File: src/rtl/fsc_pkg.sv
// fsc_pkg: shared types and defaults for the frequency sweep sequencer.
// Optional lock-timeout feature is enabled with FSC_TIMEOUT_EN.
package fsc_pkg;

  localparam int FSC_SW_W        = 11;
  localparam int FSC_SETTLE_CYC  = 16;
  localparam int FSC_DWELL_CYC   = 1000;
  localparam int FSC_TIMEOUT_CYC = 4096;

  localparam logic [10:0] FSC_CODE_50M  = 11'h132;
  localparam logic [10:0] FSC_CODE_100M = 11'h164;
  localparam logic [10:0] FSC_CODE_200M = 11'h1C8;

  typedef enum logic [3:0] {
    S_IDLE      = 4'd0,
    S_LOAD      = 4'd1,
    S_INIT      = 4'd2,
    S_SETTLE    = 4'd3,
    S_WAIT_LOCK = 4'd4,
    S_DWELL     = 4'd5,
    S_NEXT      = 4'd6,
    S_DONE      = 4'd7,
    S_ERR       = 4'd8
  } fsc_state_e;

  function automatic int fsc_max3(input int a, input int b, input int c);
    int m;
    m = (a > b) ? a : b;
    return (m > c) ? m : c;
  endfunction

endpackage

File: src/rtl/fsc_timer.sv
// fsc_timer: loadable down-counter with zero flag.
// Shared by settle, dwell and lock-timeout intervals.
module fsc_timer #(
  parameter int W = 8
) (
  input  logic         clk,
  input  logic         rst,
  input  logic         load_i,
  input  logic [W-1:0] val_i,
  output logic         zero_o
);

  logic [W-1:0] cnt_q;

  // reload on request, otherwise count down and hold at zero
  always_ff @(posedge clk or negedge rst) begin
    if (!rst) begin
      cnt_q <= '0;
    end else if (load_i) begin
      cnt_q <= val_i;
    end else if (cnt_q != '0) begin
      cnt_q <= cnt_q - W'(1);
    end
  end

  assign zero_o = (cnt_q == '0);

endmodule

File: src/rtl/freq_sweep_ctrl.sv
// freq_sweep_ctrl: steps a ring-oscillator selector through a code table.
// Define FSC_TIMEOUT_EN to add the lock timeout and ERR state.
module freq_sweep_ctrl
  import fsc_pkg::*;
#(
  parameter int SW_W        = FSC_SW_W,
  parameter int N_STEPS     = 4,
  parameter int SETTLE_CYC  = FSC_SETTLE_CYC,
  parameter int DWELL_CYC   = FSC_DWELL_CYC,
  parameter int TIMEOUT_CYC = FSC_TIMEOUT_CYC
) (
  input  logic                       clk,
  input  logic                       rst,
  input  logic                       start,
  input  logic                       abort,
  input  logic                       loop,
  input  logic                       wr_en,
  input  logic [$clog2(N_STEPS)-1:0] wr_addr,
  input  logic [SW_W-1:0]            wr_data,
  input  logic                       lock,
  output logic                       en,
  output logic                       init,
  output logic [SW_W-1:0]            sw,
  output logic [$clog2(N_STEPS)-1:0] step,
  output logic                       busy,
  output logic                       done,
  output logic                       err
);

  localparam int AW = $clog2(N_STEPS);
  localparam int CW =
    $clog2(fsc_max3(SETTLE_CYC, DWELL_CYC, TIMEOUT_CYC) + 1);

  fsc_state_e      state_q, state_d;
  logic [AW-1:0]   step_q, step_d, nxt_idx;
  logic [SW_W-1:0] tbl_q [N_STEPS];
  logic [SW_W-1:0] sw_q;
  logic            en_q, init_q, busy_q, done_q;
  logic            last;
  logic            tmr_load, tmr_zero;
  logic [CW-1:0]   tmr_val;
  logic            run_st;

  fsc_timer #(.W(CW)) u_timer (
    .clk    (clk),
    .rst    (rst),
    .load_i (tmr_load),
    .val_i  (tmr_val),
    .zero_o (tmr_zero)
  );

  // code table, writable at any time
  always_ff @(posedge clk or negedge rst) begin
    if (!rst) begin
      for (int i = 0; i < N_STEPS; i++) tbl_q[i] <= '0;
    end else if (wr_en) begin
      tbl_q[wr_addr] <= wr_data;
    end
  end

  // next-state, step and timer reload selection
  always_comb begin
    state_d  = state_q;
    step_d   = step_q;
    nxt_idx  = step_q + AW'(1);
    last     = (step_q == AW'(N_STEPS - 1)) || (tbl_q[nxt_idx] == '0);
    if (abort) begin
      state_d = S_IDLE;
      step_d  = '0;
    end else begin
      unique case (state_q)
        S_IDLE: if (start) begin
          step_d  = '0;
          state_d = (tbl_q[0] == '0) ? S_DONE : S_LOAD;
        end
        S_LOAD:   state_d = S_INIT;
        S_INIT:   state_d = S_SETTLE;
        S_SETTLE: if (tmr_zero) state_d = S_WAIT_LOCK;
        S_WAIT_LOCK: begin
          if (lock) state_d = S_DWELL;
`ifdef FSC_TIMEOUT_EN
          else if (tmr_zero) state_d = S_ERR;
`endif
        end
        S_DWELL:  if (tmr_zero) state_d = S_NEXT;
        S_NEXT: begin
          if (!last) begin
            state_d = S_LOAD;
            step_d  = nxt_idx;
          end else if (loop) begin
            state_d = S_LOAD;
            step_d  = '0;
          end else begin
            state_d = S_DONE;
          end
        end
        S_DONE:   state_d = S_IDLE;
`ifdef FSC_TIMEOUT_EN
        S_ERR: if (start) begin
          state_d = S_LOAD;
          step_d  = '0;
        end
`endif
        default:  state_d = S_IDLE;
      endcase
    end
    tmr_load = (state_d != state_q);
    unique case (state_d)
      S_SETTLE:    tmr_val = CW'(SETTLE_CYC - 1);
      S_DWELL:     tmr_val = CW'(DWELL_CYC - 1);
      S_WAIT_LOCK: tmr_val = CW'(TIMEOUT_CYC - 1);
      default:     tmr_val = '0;
    endcase
  end

  // state and step registers
  always_ff @(posedge clk or negedge rst) begin
    if (!rst) begin
      state_q <= S_IDLE;
      step_q  <= '0;
    end else begin
      state_q <= state_d;
      step_q  <= step_d;
    end
  end

  assign run_st = state_q inside
    {S_LOAD, S_INIT, S_SETTLE, S_WAIT_LOCK, S_DWELL, S_NEXT};

  // registered Moore outputs; abort clears them on the same edge
  always_ff @(posedge clk or negedge rst) begin
    if (!rst) begin
      en_q   <= 1'b0;
      busy_q <= 1'b0;
      init_q <= 1'b0;
      done_q <= 1'b0;
      sw_q   <= '0;
    end else begin
      en_q   <= !abort && run_st;
      busy_q <= !abort && run_st;
      init_q <= !abort && (state_q == S_INIT);
      done_q <= !abort && (state_q == S_DONE);
      if (!abort && state_q == S_LOAD) sw_q <= tbl_q[step_q];
    end
  end

`ifdef FSC_TIMEOUT_EN
  logic err_q;

  // sticky timeout flag, cleared by leaving ERR
  always_ff @(posedge clk or negedge rst) begin
    if (!rst) err_q <= 1'b0;
    else      err_q <= !abort && !start && (state_q == S_ERR);
  end

  assign err = err_q;
`else
  assign err = 1'b0;
`endif

  assign en   = en_q;
  assign init = init_q;
  assign sw   = sw_q;
  assign step = step_q;
  assign busy = busy_q;
  assign done = done_q;

endmodule

File: config.mk
export PLATFORM = sky130hd
export DESIGN_NAME = freq_sweep_ctrl
export DESIGN_NICKNAME = d
export VERILOG_FILES = /design/src/rtl/fsc_pkg.sv /design/src/rtl/fsc_timer.sv /design/src/rtl/freq_sweep_ctrl.sv
export SDC_FILE = /design/constraint.sdc
export NUM_CORES = 1
export LEC_CHECK = 0
export ABC_AREA = 0
export BUFFER_PORTS_ARGS = -buffer_cell sky130_fd_sc_hd__clkbuf_2
export CAP_MARGIN = 20
export CORE_UTILIZATION = 30
export CTS_CLUSTER_SIZE = 12
export DETAILED_ROUTE_END_ITERATION = 16
export PLACE_DENSITY = 0.49
export SLEW_MARGIN = 20
export SYNTH_ARGS = -nofsm -noshare
export SYNTH_HDL_FRONTEND = slang
export SYNTH_HIERARCHICAL = 1
export SYNTH_SLANG_ARGS = --single-unit
File: constraint.sdc
create_clock -name clk -period 3.7 [get_ports clk]
set_input_delay 0.74 -clock clk [delete_from_list [all_inputs] [get_ports clk]]
set_output_delay 0.74 -clock clk [all_outputs]
set_load 0.02 [all_outputs]
==> results.cfg, run 1 <==
[synthesis]
synth_flop_cell = dfrtp_1
synth.top_cell.area_share_pct = 49.0
synth.distinct_cells = 55
postSynthCellCount = 314
async_flop_share_pct = 100
post_synth_fa_ha_maj_area_fraction_pct = 0.954
synthMuxAreaShare_pct = 23.5
ys_ff_latch = 77
synth_area_um2 = 3940
synth_area_leader_cell = dfrtp_1
synth-edff-count = 0
synth_simple_gate_area_share_pct = 14.9
synth_area_leaders = dfrtp_1 49%, mux2_2 16%, mux4_2 6.3%
synth_top_family_by_area = multiplexers
synth-compound-area-share_pct = 5.31
yosysSeqAreaShare_pct = 49.0
synth_xor_area_share_pct = 2.45
syn_avg_cell_area_um2 = 12.5
yosys_warnings = 6

[sta]
period_share_pct = 84.6
final.setup.tns_ns = 0
fin_skew_ns = 0.00871
drv_slew = 0
setup_viol = 0
max_freq_mhz = 320
rsz0062_at_grt = false
relSlewSlack_pct = 50.8
period_needed_ns = 3.13
worst_pin_slew_ns = 0.736
hold_violations = 0

[cts]
cts_resized = 0
cts_tree = yes
h-tree-depth = 3
cts_max_path_buffers = 2
ctsRootBufferMaster = clkbuf_16
postCtsSetupBuffers = 0
cts_sinks = 77
cts_hold_buf = 0
numCtsBuffers = 9
clk_pin_slew_ns = 0.06
clkLatencyLatePin_ns = 0.34

[grt]
track_usage_pct = 14.3
grt_pass1_wl_mm = 14.5
antenna_found_initial = 0
grt_max_degree = 78
grt_pass1_vias = 2773
overflow = 0

[floorplan]
die_y_um = 117
ios = 38
die_w_um = 117
fp-row-count = 41
core_area_um2 = 12700
start_util_pct = 30.9
die-area_um2 = 13600

[pwr]
p_seq_share_pct = 40.5
leakage_nw = 1.90
p_clk_share_pct = 32.6
combPwrFrac_pct = 26.9
switching_share_pct = 31.4
p_per_area_nw_per_um2 = 646
p_sw_mw = 0.927
p_int_mw = 2.03
peakVddDrop_v = 0.000281

[min_path]
hold_class = in -> async

[setup_path]
worstPathCellList = nor4_2, nand4b_1, inv_2, nor3b_2, a32oi_1, and2_1, a311o_1, nand2_1, nand2b_1, o21ai_0
end_kind = flip-flop
reg2regPathDepth = 10
slowest_delay_ns = 0.43
arrival_ns = 3.38
crit_type = reg -> reg
setup.worst_path.start_class = flip-flop
crit_slowest_cell = dfrtp_1
cp.required_ns = 3.95
path_max_fanout = 19

[layout]
fin_nets = 372
n_antenna_cell = 0
area.growth.synth_to_final_pct = 16.2
n_fill_cell = 1321
final_cell_mix = 77 x dfrtp_1, 57 x mux2_2, 35 x clkbuf_2
multi_input_area_um2 = 1870
fin_area_um2 = 4580
layout-drive-gt1-share_pct = 39.3
regArea_um2 = 1930
final_util_pct = 36.0
final_common_cell = dfrtp_1

[drt]
wirelength_mm = 8.84
dr.pass1.iters = 5
num_vias = 2645
avgViaCountPerCell = 5.03
avgRoutedWirePerCell_um = 16.8
antenna_left = 0
drc_errors = 0
drt_iter0_drc = 106

[placed_design]
gp_congestion = 0.810
dp_hpwl_mm = 6.07
place_area_um2 = 4240
port_buffers = 36

[job]
maxCapViolations = 0

[status]
status = completed
-- synth_stat cells, types with 2 or more instances --
cell,number
dfrtp_1,77
mux2_2,57
nand2_1,21
mux4_2,11
nor4_1,11
o21ai_0,11
nand3_1,10
nor2_1,10
nor3_1,10
xnor2_1,8
buf_2,5
inv_1,5
nand2b_1,5
buf_4,4
nor3b_1,4
o21ai_1,4
a21oi_1,3
a31oi_1,3
and2_1,3
and3_1,3
buf_6,3
ha_1,3
xor2_1,3
a41oi_1,2
clkbuf_1,2
clkbuf_8,2
mux2i_1,2
nand3b_1,2
nand4_1,2
nor4_2,2
or3_1,2
-- critical path, delay by kind of cell, from the launching register on --
kind	cells	cell delay, ns
AO/OA/AOI/OAI	3	0.65
buffers and inverters	1	0.24
flip-flops	1	0.43
AND/OR/NAND/NOR	6	1.73
-- worst paths after layout --
check,start,end,slack (ns)
max,u_timer/cnt_q[5],u_timer/cnt_q[5],0.57
min,rst,state_q[0],0.41
max reg2reg,u_timer/cnt_q[5],u_timer/cnt_q[5],0.57
min reg2reg,sw[1],sw[1],0.51
max in group asynchronous,rst,state_q[1],2.75
min in group clk,sw[1],sw[1],0.51
-- final cells by class --
class                      instances  share of cell area, %
sequential                        77                   42.1
tap                              172                   4.70
timing repair buffer              39                   4.57
inverter                           6                  0.492
clock inverter                     6                   2.00
clock buffer                      10                   5.22
multi-input combinational        216                   40.9
-- cells by family (layout without fill, tap and decap cells) --
family / count (synthesis) / in the layout
compound gates: 32 / 32
fa+ha+maj: 3 / 3
simple gates: 96 / 96
flops: 77 / 77
xor+xnor: 11 / 11
mux: 71 / 71
other cells: 1 / 3
buf+inv: 23 / 61
-- registers in the layout, summed over array words and instances, names as in the netlist --
| register | count |
|---|---|
| state_q | 4 |
| done | 1 |
| busy | 1 |
| tbl_q | 44 |
| init | 1 |
| step | 2 |
| u_timer/cnt_q | 13 |
| sw | 11 |
-- metal layers --
metal	GRT usage, %	up-vias	share of wire (%)
li1	-	1228	-
met1	18.5	1351	47
met2	23.5	57	48
met3	3.27	9	3.6
met4	4.81	0	1.3
met5	0	-	0
-- power by group through the flow --
stage / combinational (mW) / sequential [mW] / clock (mW)
6_report: 0.795 / 1.20 / 0.965
5_1_grt: 0.877 / 1.22 / 1.02
4_1_cts: 0.799 / 1.20 / 0.992
3_5_place_dp: 0.792 / 1.21 / 0
3_3_place_gp: 0.795 / 1.21 / 0
2_1_floorplan: 0.590 / 1.20 / 0
-- metrics by stage --
stage                     hold WS, ns  instances  setup WS (ns)  total power [mW]
after global placement          0.493        510          0.667              2.00
after global routing            0.500        526          0.294              3.13
after floorplan                 0.444        316           1.04              1.79
after detailed placement        0.494        510          0.606              2.00
final                           0.406        526          0.571              2.96
after CTS                       0.510        526          0.593              2.99
Power figures use the tool's default switching activity.
==> inputs of run 2 (changes only) <==
ABC_AREA = 1   (was 0)
PLACE_DENSITY = 0.51   (was 0.49)
clock period = 2.8 ns   (was 3.7 ns; I/O delays follow)
==> run 2 against run 1 <==
Against the previous run:
- synthesized cell count increased by 62%
- clock skew increased by 0.0033 ns
- maximum frequency increased by 29%
- sequential cell count unchanged
- final cell count increased by 37%
==> results.cfg, run 2 <==
[status]
status = completed

[grt]
grt_pass1_vias = 3253
antenna_found_initial = 0
track_usage_pct = 15.6
overflow = 0
grt_pass1_wl_mm = 16.0
grt_max_degree = 78

[floorplan]
die_w_um = 117
fp-row-count = 41
core_area_um2 = 12800
start_util_pct = 31.1
die-area_um2 = 13700
die_y_um = 117
ios = 38

[drt]
dr.pass1.iters = 4
avgRoutedWirePerCell_um = 13.4
drt_iter0_drc = 182
antenna_left = 0
avgViaCountPerCell = 4.69
drc_errors = 0
wirelength_mm = 9.66
num_vias = 3377

[synthesis]
synthMuxAreaShare_pct = 2.84
postSynthCellCount = 509
synth_top_family_by_area = simple AND/OR/NAND/NOR gates
ys_ff_latch = 77
synth_area_leader_cell = dfrtp_1
post_synth_fa_ha_maj_area_fraction_pct = 0.945
synth.top_cell.area_share_pct = 48.5
synth-compound-area-share_pct = 13.0
synth_simple_gate_area_share_pct = 27.5
synth_most_common_cell = nand2_1
synth.distinct_cells = 34
synth_area_um2 = 3970
yosys_warnings = 6
synth_flop_cell = dfrtp_1
yosysSeqAreaShare_pct = 48.5
synth_area_leaders = dfrtp_1 49%, nand2_1 12%, o21ai_0 9.5%
synth-edff-count = 0
synth_xor_area_share_pct = 0.662
synthTopCellsByCount = 128 x nand2_1, 77 x dfrtp_1, 75 x o21ai_0, 65 x nor2_1, 35 x inv_1
async_flop_share_pct = 100
syn_avg_cell_area_um2 = 7.80

[pwr]
peakVddDrop_v = 0.000427
p_per_area_nw_per_um2 = 753
leakage_nw = 2.31
power.total_mw = 3.46

[setup_path]
crit_type = reg -> reg
path_max_fanout = 11
cp.required_ns = 3.02
setup.worst_path.start_class = flip-flop
arrival_ns = 2.64
end_kind = flip-flop

[layout]
largest-register = tbl_q
final_cell_mix = 128 x nand2_1, 76 x dfrtp_1, 75 x o21ai_0
n_fill_cell = 1368
fin_nets = 566
n_antenna_cell = 0
area.growth.synth_to_final_pct = 15.9
largest_register_ff_count = 44
final_common_cell = nand2_1
layout-drive-gt1-share_pct = 17.5

[sta]
relSlewSlack_pct = 46.0
period_share_pct = 86.4
max_freq_mhz = 413
fin_skew_ns = 0.0120
worst_pin_slew_ns = 0.808
setup_viol = 0
drv_slew = 0
worst_slack_ns = 0.381
final.setup.tns_ns = 0
hold_violations = 0
period_needed_ns = 2.42
rsz0062_at_grt = false

[cts]
cts_sinks = 77
cts_hold_buf = 0
postCtsSetupBuffers = 0
numCtsBuffers = 9
clk_pin_slew_ns = 0.06
ctsRootBufferMaster = clkbuf_16
cts_resized = 0
cts_tree = yes
cts_max_path_buffers = 2
h-tree-depth = 3
clkLatencyLatePin_ns = 0.34

[placed_design]
dp_hpwl_mm = 6.91
gp_congestion = 0.842
port_buffers = 36
place_ws_ns = 0.302

[job]
maxCapViolations = 0

[min_path]
hold_class = in -> async
## run 2: area by class of cell
| class | instances | area, µm² | area share (%) |
|---|---|---|---|
| Clock inverter | 7 | 48.8 | 1.06 |
| Inverter | 44 | 165 | 3.59 |
| Clock buffer | 9 | 225 | 4.89 |
| Sequential cell | 77 | 1930 | 41.9 |
| Multi-Input combinational cell | 370 | 1800 | 39.0 |
| Tap cell | 172 | 215 | 4.68 |
| Timing Repair Buffer | 41 | 224 | 4.87 |
## run 2: cells by family (layout without fill, tap and decap cells)
group | after synthesis | after routing
flops | 77 | 77
other cells | 1 | 3
simple gates | 253 | 253
buf+inv | 64 | 101
fa+ha+maj | 3 | 3
mux | 10 | 10
xor+xnor | 3 | 3
compound gates | 98 | 98
## run 2: worst max-delay path, stage by stage, from the launching register on
cell and delay, ns:
dfrtp_1 0.40, inv_1 0.13, ha_1 0.19, nand3_1 0.08, nor2_1 0.10, nand3_1 0.08, inv_1 0.12, inv_1 0.07
nor2_1 0.10, nor2_1 0.05, nand2_1 0.09, inv_2 0.03, nand2_1 0.09, nand2_2 0.08, nand2_1 0.07, nand2_1 0.04
nand2_1 0.09, inv_2 0.10, or2_2 0.28, nand2_1 0.06, nor2_1 0.03
## run 2: report_power, final
group          leakage (nW)  switching (mW)  internal [mW]
logic                  1.19           0.563          0.337
clock network         0.136           0.461          0.602
registers             0.984           0.181           1.32
## run 2: final timing paths
kind | start | to | slack (ns) | cells after the start
worst min-delay path | rst | tbl_q[2] | 0.25 | 1
max in group asynchronous | rst | step[0] | 2.03 | 1
worst min register to register | tbl_q[43] | tbl_q[43] | 0.50 | 2
worst max register to register | u_timer/cnt_q[0] | u_timer/cnt_q[8] | 0.38 | 20
worst max-delay path | u_timer/cnt_q[0] | u_timer/cnt_q[8] | 0.38 | 20
min in group clk | abort | busy | 0.47 | 2
## run 2: per-stage QoR
stage | std cells | cell area [µm²] | hold WS, ns | utilization, %
2_1_floorplan | 511 | 3980 | 0.264 | -
4_1_cts | 720 | 4600 | 0.438 | 36.0
6_report | 720 | 4600 | 0.247 | 36.0
5_1_grt | 720 | 4600 | 0.311 | 36.0
3_3_place_gp | 704 | 4320 | 0.471 | 33.9
3_5_place_dp | 704 | 4320 | 0.491 | 33.9
## run 2: routing by layer
metal	share of wire, %	track usage [%]	vias to the layer above	wire (µm)
li1	-	-	1715	-
met1	46	20.1	1588	4450
met2	48	25.7	66	4670
met3	4.6	4.07	8	443
met4	1.0	4.47	0	100
met5	0	0	-	0
